--- src/rtl/sync_fifo_v3.sv ---
// Single-clock pointer FIFO with selectable FWFT / registered read, fill count,
// almost-full/empty thresholds, sticky overflow/underflow flags and synchronous flush.
module sync_fifo_v3 #(
    parameter int WIDTH     = 8,
    parameter int DEPTH_LEN = 4,
    parameter bit FWFT      = 1'b1,
    parameter int AF_THRESH = 12,
    parameter int AE_THRESH = 2
) (
    input  logic               i_clk,
    input  logic               i_rst_n,
    input  logic               i_flush,
    input  logic               i_clr_err,
    input  logic [WIDTH-1:0]   i_data,
    input  logic               wr_en,
    input  logic               rd_en,
    output logic [WIDTH-1:0]   o_data,
    output logic               o_rd_valid,
    output logic               o_full,
    output logic               o_empty,
    output logic               o_almost_full,
    output logic               o_almost_empty,
    output logic [DEPTH_LEN:0] o_count,
    output logic               o_overflow,
    output logic               o_underflow
);

    localparam int DEPTH = 1 << DEPTH_LEN;
    localparam logic [DEPTH_LEN:0] DEPTH_CNT = DEPTH[DEPTH_LEN:0];
    localparam logic [DEPTH_LEN:0] AF_CNT    = AF_THRESH[DEPTH_LEN:0];
    localparam logic [DEPTH_LEN:0] AE_CNT    = AE_THRESH[DEPTH_LEN:0];

    logic [WIDTH-1:0]     mem [DEPTH];
    logic [DEPTH_LEN:0]   wr_ptr;
    logic [DEPTH_LEN:0]   rd_ptr;
    logic [DEPTH_LEN-1:0] wr_idx;
    logic [DEPTH_LEN-1:0] rd_idx;
    logic                 wr_req;
    logic                 rd_req;
    logic                 wr_err;
    logic                 rd_err;

    // The extra pointer MSB makes the modular difference span 0..DEPTH.
    assign o_count        = wr_ptr - rd_ptr;
    assign o_full         = (o_count == DEPTH_CNT);
    assign o_empty        = (o_count == '0);
    assign o_almost_full  = (o_count >= AF_CNT);
    assign o_almost_empty = (o_count <= AE_CNT);

    assign wr_idx = wr_ptr[DEPTH_LEN-1:0];
    assign rd_idx = rd_ptr[DEPTH_LEN-1:0];

    // Flush masks both request types, including their error side effects.
    assign wr_req = wr_en & ~o_full  & ~i_flush;
    assign rd_req = rd_en & ~o_empty & ~i_flush;
    assign wr_err = wr_en &  o_full  & ~i_flush;
    assign rd_err = rd_en &  o_empty & ~i_flush;

    // NOTE: sequential state uses non-blocking assignments so every register
    // samples pre-edge values, regardless of block ordering.
    always_ff @(posedge i_clk or negedge i_rst_n) begin
        if (!i_rst_n) begin
            wr_ptr      <= '0;
            rd_ptr      <= '0;
            o_overflow  <= 1'b0;
            o_underflow <= 1'b0;
        end else begin
            if (i_flush) begin
                wr_ptr <= '0;
                rd_ptr <= '0;
            end else begin
                if (wr_req) wr_ptr <= wr_ptr + 1'b1;
                if (rd_req) rd_ptr <= rd_ptr + 1'b1;
            end

            if (wr_err)         o_overflow <= 1'b1;
            else if (i_clr_err) o_overflow <= 1'b0;

            if (rd_err)         o_underflow <= 1'b1;
            else if (i_clr_err) o_underflow <= 1'b0;
        end
    end

    // NOTE: storage has no reset; validity is tracked purely by the pointers,
    // which keeps the array mappable to RAM.
    always_ff @(posedge i_clk) begin
        if (wr_req) mem[wr_idx] <= i_data;
    end

    generate
        if (FWFT) begin : g_fwft
            // Masked when empty so the output is a defined zero out of reset.
            assign o_data     = o_empty ? '0 : mem[rd_idx];
            assign o_rd_valid = ~o_empty;
        end else begin : g_std
            logic [WIDTH-1:0] data_q;
            logic             valid_q;

            always_ff @(posedge i_clk or negedge i_rst_n) begin
                if (!i_rst_n) begin
                    data_q  <= '0;
                    valid_q <= 1'b0;
                end else begin
                    valid_q <= rd_req;
                    if (rd_req) data_q <= mem[rd_idx];
                end
            end

            assign o_data     = data_q;
            assign o_rd_valid = valid_q;
        end
    endgenerate

    a_count_range: assert property (@(posedge i_clk) disable iff (!i_rst_n)
        o_count <= DEPTH_CNT);
    a_no_write_when_full: assert property (@(posedge i_clk) disable iff (!i_rst_n)
        o_full && !i_flush |=> $stable(wr_ptr) || $past(rd_req));

endmodule

--- config.mk ---
export PLATFORM = sky130hd
export DESIGN_NAME = sync_fifo_v3
export DESIGN_NICKNAME = d
export VERILOG_FILES = /design/src/rtl/sync_fifo_v3.sv
export SDC_FILE = /design/constraint.sdc
export NUM_CORES = 1
export LEC_CHECK = 0
export ABC_CLOCK_PERIOD_IN_PS = 3160
export CAP_MARGIN = 20
export CORE_MARGIN = 1.5
export CORE_UTILIZATION = 55
export CTS_CLUSTER_DIAMETER = 80
export DETAILED_ROUTE_END_ITERATION = 12
export PLACE_DENSITY = 0.74
export SYNTH_ARGS = -nofsm -noshare
export SYNTH_HDL_FRONTEND = slang
export SYNTH_SLANG_ARGS = --single-unit
--- constraint.sdc ---
create_clock -name i_clk -period 3.16 [get_ports i_clk]
set_input_delay 0.474 -clock i_clk [delete_from_list [all_inputs] [get_ports i_clk]]
set_output_delay 0.474 -clock i_clk [all_outputs]
set_load 0.01 [all_outputs]
; Word level (Yosys, flattened, before mapping)
; Memories as Yosys holds them, arrays and structs flattened.
; Index checks and enable logic that the tools add are counted.
[classes]
add_sub_neg = 3
n_lt_le_gt_ge = 2
n_eq_ne = 1
mux = 10
bitwise_logic = 11
reduce_logical = 5
[op_table]
columns = op, count
row1 = 5-bit two-way mux, 4
row2 = "5-bit by 1-bit adder with 5-bit output, second input constant", 2
row3 = 1-bit AND, 8
row4 = 8-bit two-way mux, 1
row5 = 2-bit nonzero test, 4
row6 = "5-bit == test, second input constant", 1
row7 = "5-bit by 4-bit greater-or-equal comparator with 1-bit output, second input constant", 1
row8 = "5-bit by 2-bit <= comparator with 1-bit output, second input constant", 1
row9 = 5-bit logical NOT, 1
row10 = 1-bit two-way mux, 5
row11 = 5-bit subtractor, 1
row12 = 1-bit NOT, 3
[word_totals]
register_bits = 12
ramBits = 128
in_bits = 14
output_inout_bits = 20
word_cells = 37
memories = 1
[memory_table]
columns = name, words, width, rd, rd_clocked_by_memory_dff, write_ports, line_no
row1 = mem, 16, 8, 1, 0, 1, 33  ; logic [WIDTH-1:0] mem [DEPTH];

; Depth between registers and ports, before layout
[logic_depth]
depth_word = 7
depth_mapped = 11
ltp_nobuf = 11

; Worst setup path before layout
; OpenSTA, ideal clock, no wires.
[synth_path]
kind = register to output
from = register wr_ptr[0]
to = output port o_almost_empty
t_arrival_ns = 2.421
required_ns = 2.686
path_slack_ns = 0.265
path_stages_with_launch = 9
n_path_buf = 0
cell_sequence = dfrtp_1 > inv_1 > ha_1 > fa_1 > nand2b_1 > a21oi_2 > xor2_2 > inv_4 > a2111oi_0
[synth_via]
elab_chain_cells = 2
[synth_rtl]
columns = item, line_no
row1 = from (decl), 34  ; logic [DEPTH_LEN:0] wr_ptr;
row2 = from (signal assigned), 72  ; if (wr_req) wr_ptr <= wr_ptr + 1'b1;
row3 = 5-bit subtractor, 44  ; assign o_count = wr_ptr - rd_ptr;
row4 = net o_count[4], 23  ; output logic [DEPTH_LEN:0] o_count,
row5 = 5-bit by 2-bit <= comparator with 1-bit output, 48  ; assign o_almost_empty = (o_count <= AE_CNT);
row6 = to (decl), 22  ; output logic o_almost_empty,
; The timed path passes the listed nets, and every way through them passes these cells.

; Worst setup path after layout
[layout_path]
from = register rd_ptr[0]
to = output port o_data[3]
[layout_via]
elab_chain_cells = 3
elab_cells_between_ends = 4
classes_between = add/sub: 1 / mux: 1 / reduce/logical: 1 / memory: 1
[layout_rtl]
columns = item, line_no
row1 = from (decl), 35  ; logic [DEPTH_LEN:0] rd_ptr;
row2 = from (signal assigned), 73  ; if (rd_req) rd_ptr <= rd_ptr + 1'b1;
row3 = 5-bit subtractor, 44
row4 = 5-bit logical NOT, 46  ; assign o_empty = (o_count == '0);
row5 = 8-bit two-way mux *, 93  ; assign o_data = o_empty ? '0 : mem[rd_idx];
row6 = to (decl), 17  ; output logic [WIDTH-1:0] o_data,
; Mark *: on every way between the ends. The rest lies on a longest branch, timed or not.

==> flow_summary.yaml <==
routing:
  dr.pass1.iters: 4
  vias: 3225
  drt-initial-drc-count: 263
  final_antenna_net_count: 0
  post-route-drc-count: 0
  totalWireLength_mm: 12.0
  wl_per_cell_um: 21.7
  viasPerCell: 5.84
cells_and_area:
  area_growth_syn_to_layout_pct: 21.9
  layout.nets: 427
  final_common_cell: "edfxtp_1"
  fill_cells: 642
  seqCellArea_mm2: 0.00415
  drive_gt1_share_pct: 33.4
  multi_input_area_mm2: 0.00176
  n_antenna_cell: 0
  layout_common_cells: "128 x edfxtp_1, 32 x mux4_2, 32 x buf_4"
  final_cell_area_mm2: 0.00727
yosys:
  syn-num-nets: 350
  synth_edf_count: 128
  synthCells: 326
  synth_fa_ha_area_share_pct: 2.22
  synth.area.mux_share_pct: 13.6
  synth_xor_xnor_area_share_pct: 2.04
  synth_area_mm2: 0.00596
  yosysSeqAreaShare_pct: 69.5
  synth_seq_cells: 140
  synth_compound_area_share_pct: 3.78
  yosys_warnings: 0
  yosys.area_share.simple_pct: 6.71
  synth_cell_types: 46
  async_flop_share_pct: 8.57
  synth_flop_cell: "edfxtp_1"
  synth_top_family_by_area: "multiplexers"
  avgSynthCellArea_um2: 18.3
setup_path:
  cp_data_required_time_ps: 2690
  crit_fanout: 7
  critPathArrivalTime_ps: 2670
  cp_slowest_stage_delay_ps: 420
  end_kind: "primary output"
  r2r_start: "rd_ptr[0]"
  crit_chain: "ha_4 -> fa_2 -> buf_4 -> xor2_2 -> nand3_1 -> nor3_4 -> buf_6 -> buf_12 -> a211oi_1 -> buf_2"
  worstSetupPathType: "reg -> out"
  worst_setup_path_start_kind: "flip-flop"
  critPathSlowestCell: "dfrtp_2"
  startpoint: "rd_ptr[0]"
clock_tree:
  clock_latency_ps: 520
  htreeDepth: 4
  tritoncts: "done"
  clk_pin_slew_ps: 60
  cts-hold-fix-buffers: 0
  cts_sinks: 140
  numCtsBuffers: 17
  root_buffer: "clkbuf_8"
  ctsLongestPathBuffers: 2
timing:
  slew_headroom_pct: 58.6
  fin_crit_sh_pct: 99.4
  fin_ws_ps: 17.4
  rsz0062_at_grt: "true"
  fin_setup_tns_ps: 0
  worst_pin_slew_ps: 618
  timing.fmax_mhz: 318
  skew_ps: 7.15
  slew_violations: 0
  setup_viol: 0
  finalHoldViolations: 0
  min_period_ps: 3140
  hold-worst-slack_ps: 333
power:
  leakage_nw: 2.59
  ir_drop_uv: 980
  power.density_mw_per_mm2: 862
global_routing:
  grtUsageMet2_pct: 38.1
  antenna_found_initial: 0
  grt_use_met3_pct: 5.41
  busiest_layer: "met2"
  grt_pass1_vias: 3352
  grt_max_degree: 36
  overflow: 0
  grt_pass1_wl_mm: 18.6
  grt_util_all_layers_pct: 23.1
  use_met1_pct: 30.0
place:
  gp_congestion: 0.881
  dpl.hpwl_mm: 7.70
  placed_cell_area_mm2: 0.00662
  portBuffers: 33
  place_ws_ps: 59.1
floorplan:
  row_count: 37
  core_region_area_mm2: 0.0104
  ios: 34
  start_util_pct: 57.2
  die-area_mm2: 0.0115
  die_x_um: 107
  die_h_um: 107
hold_path:
  hold_path_class: "in -> async"
status:
  status: "finished, final reports clean"
run:
  cap_violations: 0
-- registers in the layout, indices dropped and copies added (netlist names) --
signal,flops
mem,128
o_overflow,1
rd_ptr,5
wr_ptr,5
o_underflow,1
-- logic make-up after synthesis --
logic type / count (synthesis)
flops: 140
compound gates: 26
xor+xnor: 10
simple gates: 72
fa+ha+maj: 10
mux: 41
buf+inv: 27
-- cell type report --
cell class / instances / share of cell area (%)
Clock inverter: 14 / 1.67
Timing Repair Buffer: 70 / 8.18
Multi-Input combinational cell: 159 / 24.2
Tap cell: 136 / 2.34
Clock buffer: 18 / 5.75
Inverter: 15 / 0.843
Sequential cell: 140 / 57.0
-- Yosys cell counts, types with 2 or more instances --
library cell / n / area share, %
edfxtp_1: 128 / 64
mux4_2: 32 / 12
nand2_1: 21 / 1.3
and3_1: 13 / 1.4
dfrtp_1: 12 / 5.0
and2_1: 11 / 1.2
inv_1: 10 / 0.63
nor2_1: 10 / 0.63
ha_1: 9 / 1.9
mux2i_1: 9 / 1.5
a211oi_1: 8 / 1.0
buf_2: 6 / 0.50
xnor2_1: 5 / 0.73
nand3_1: 4 / 0.34
a21oi_1: 3 / 0.25
a31oi_1: 3 / 0.31
and3b_1: 3 / 0.44
clkbuf_1: 3 / 0.19
a21oi_2: 2 / 0.29
buf_4: 2 / 0.25
inv_2: 2 / 0.13
inv_4: 2 / 0.21
nand2b_1: 2 / 0.21
or3_1: 2 / 0.21
xor2_1: 2 / 0.29
xor2_2: 2 / 0.55
-- report_power, final --
part	internal, mW	switching (mW)
Sequential	2.09	0.0318
Clock	1.04	0.749
Combinational	1.15	1.20
Total	4.28	1.98
-- metal layers --
layer  part of all wire [%]  routed length [um]
met1                     40                4780
met2                     51                6080
met3                    7.3                 872
met4                    1.9                 226
met5                      0                   0
-- what timing repair did --
item | 4_1_cts | 5_1_grt
pin swaps | 2 | 3
gates resized for setup | 57 | 4
buffers inserted | 6 | 5
setup endpoints to repair | 14 | 13
-- path summary, 6_finish.rpt --
| path | to | slack (ps) | depth (start not counted) |
|---|---|---|---|
| setup / recovery | o_data[3] | 20 | 10 |
| hold / removal | wr_ptr[4] | 330 | 1 |
| setup reg to reg | mem[5][2] | 200 | 10 |
| hold reg to reg | o_underflow | 550 | 2 |
| max in group asynchronous | rd_ptr[0] | 2410 | 1 |
| min in group i_clk | o_underflow | 550 | 2 |
-- worst max-delay path: cells and delay by family, from the launching register on --
| kind | cells | cell delay (ps) |
|---|---|---|
| adder cells (fa/ha/maj) | 2 | 510 |
| AO/OA/AOI/OAI | 1 | 190 |
| AND/OR/NAND/NOR | 2 | 290 |
| buffers and inverters | 4 | 590 |
| flip-flops | 1 | 420 |
| XOR/XNOR | 1 | 150 |
-- stage by stage --
step                utilization, %  std cells  power [mW]
global route                  69.8        552        6.55
floorplan                        -        326        3.42
global placement              63.5        509        4.29
detailed placement            63.5        509        4.31
CTS                           69.4        547        6.21
finish                        69.8        552        6.27
No activity file was read; power rests on OpenSTA's default activity.
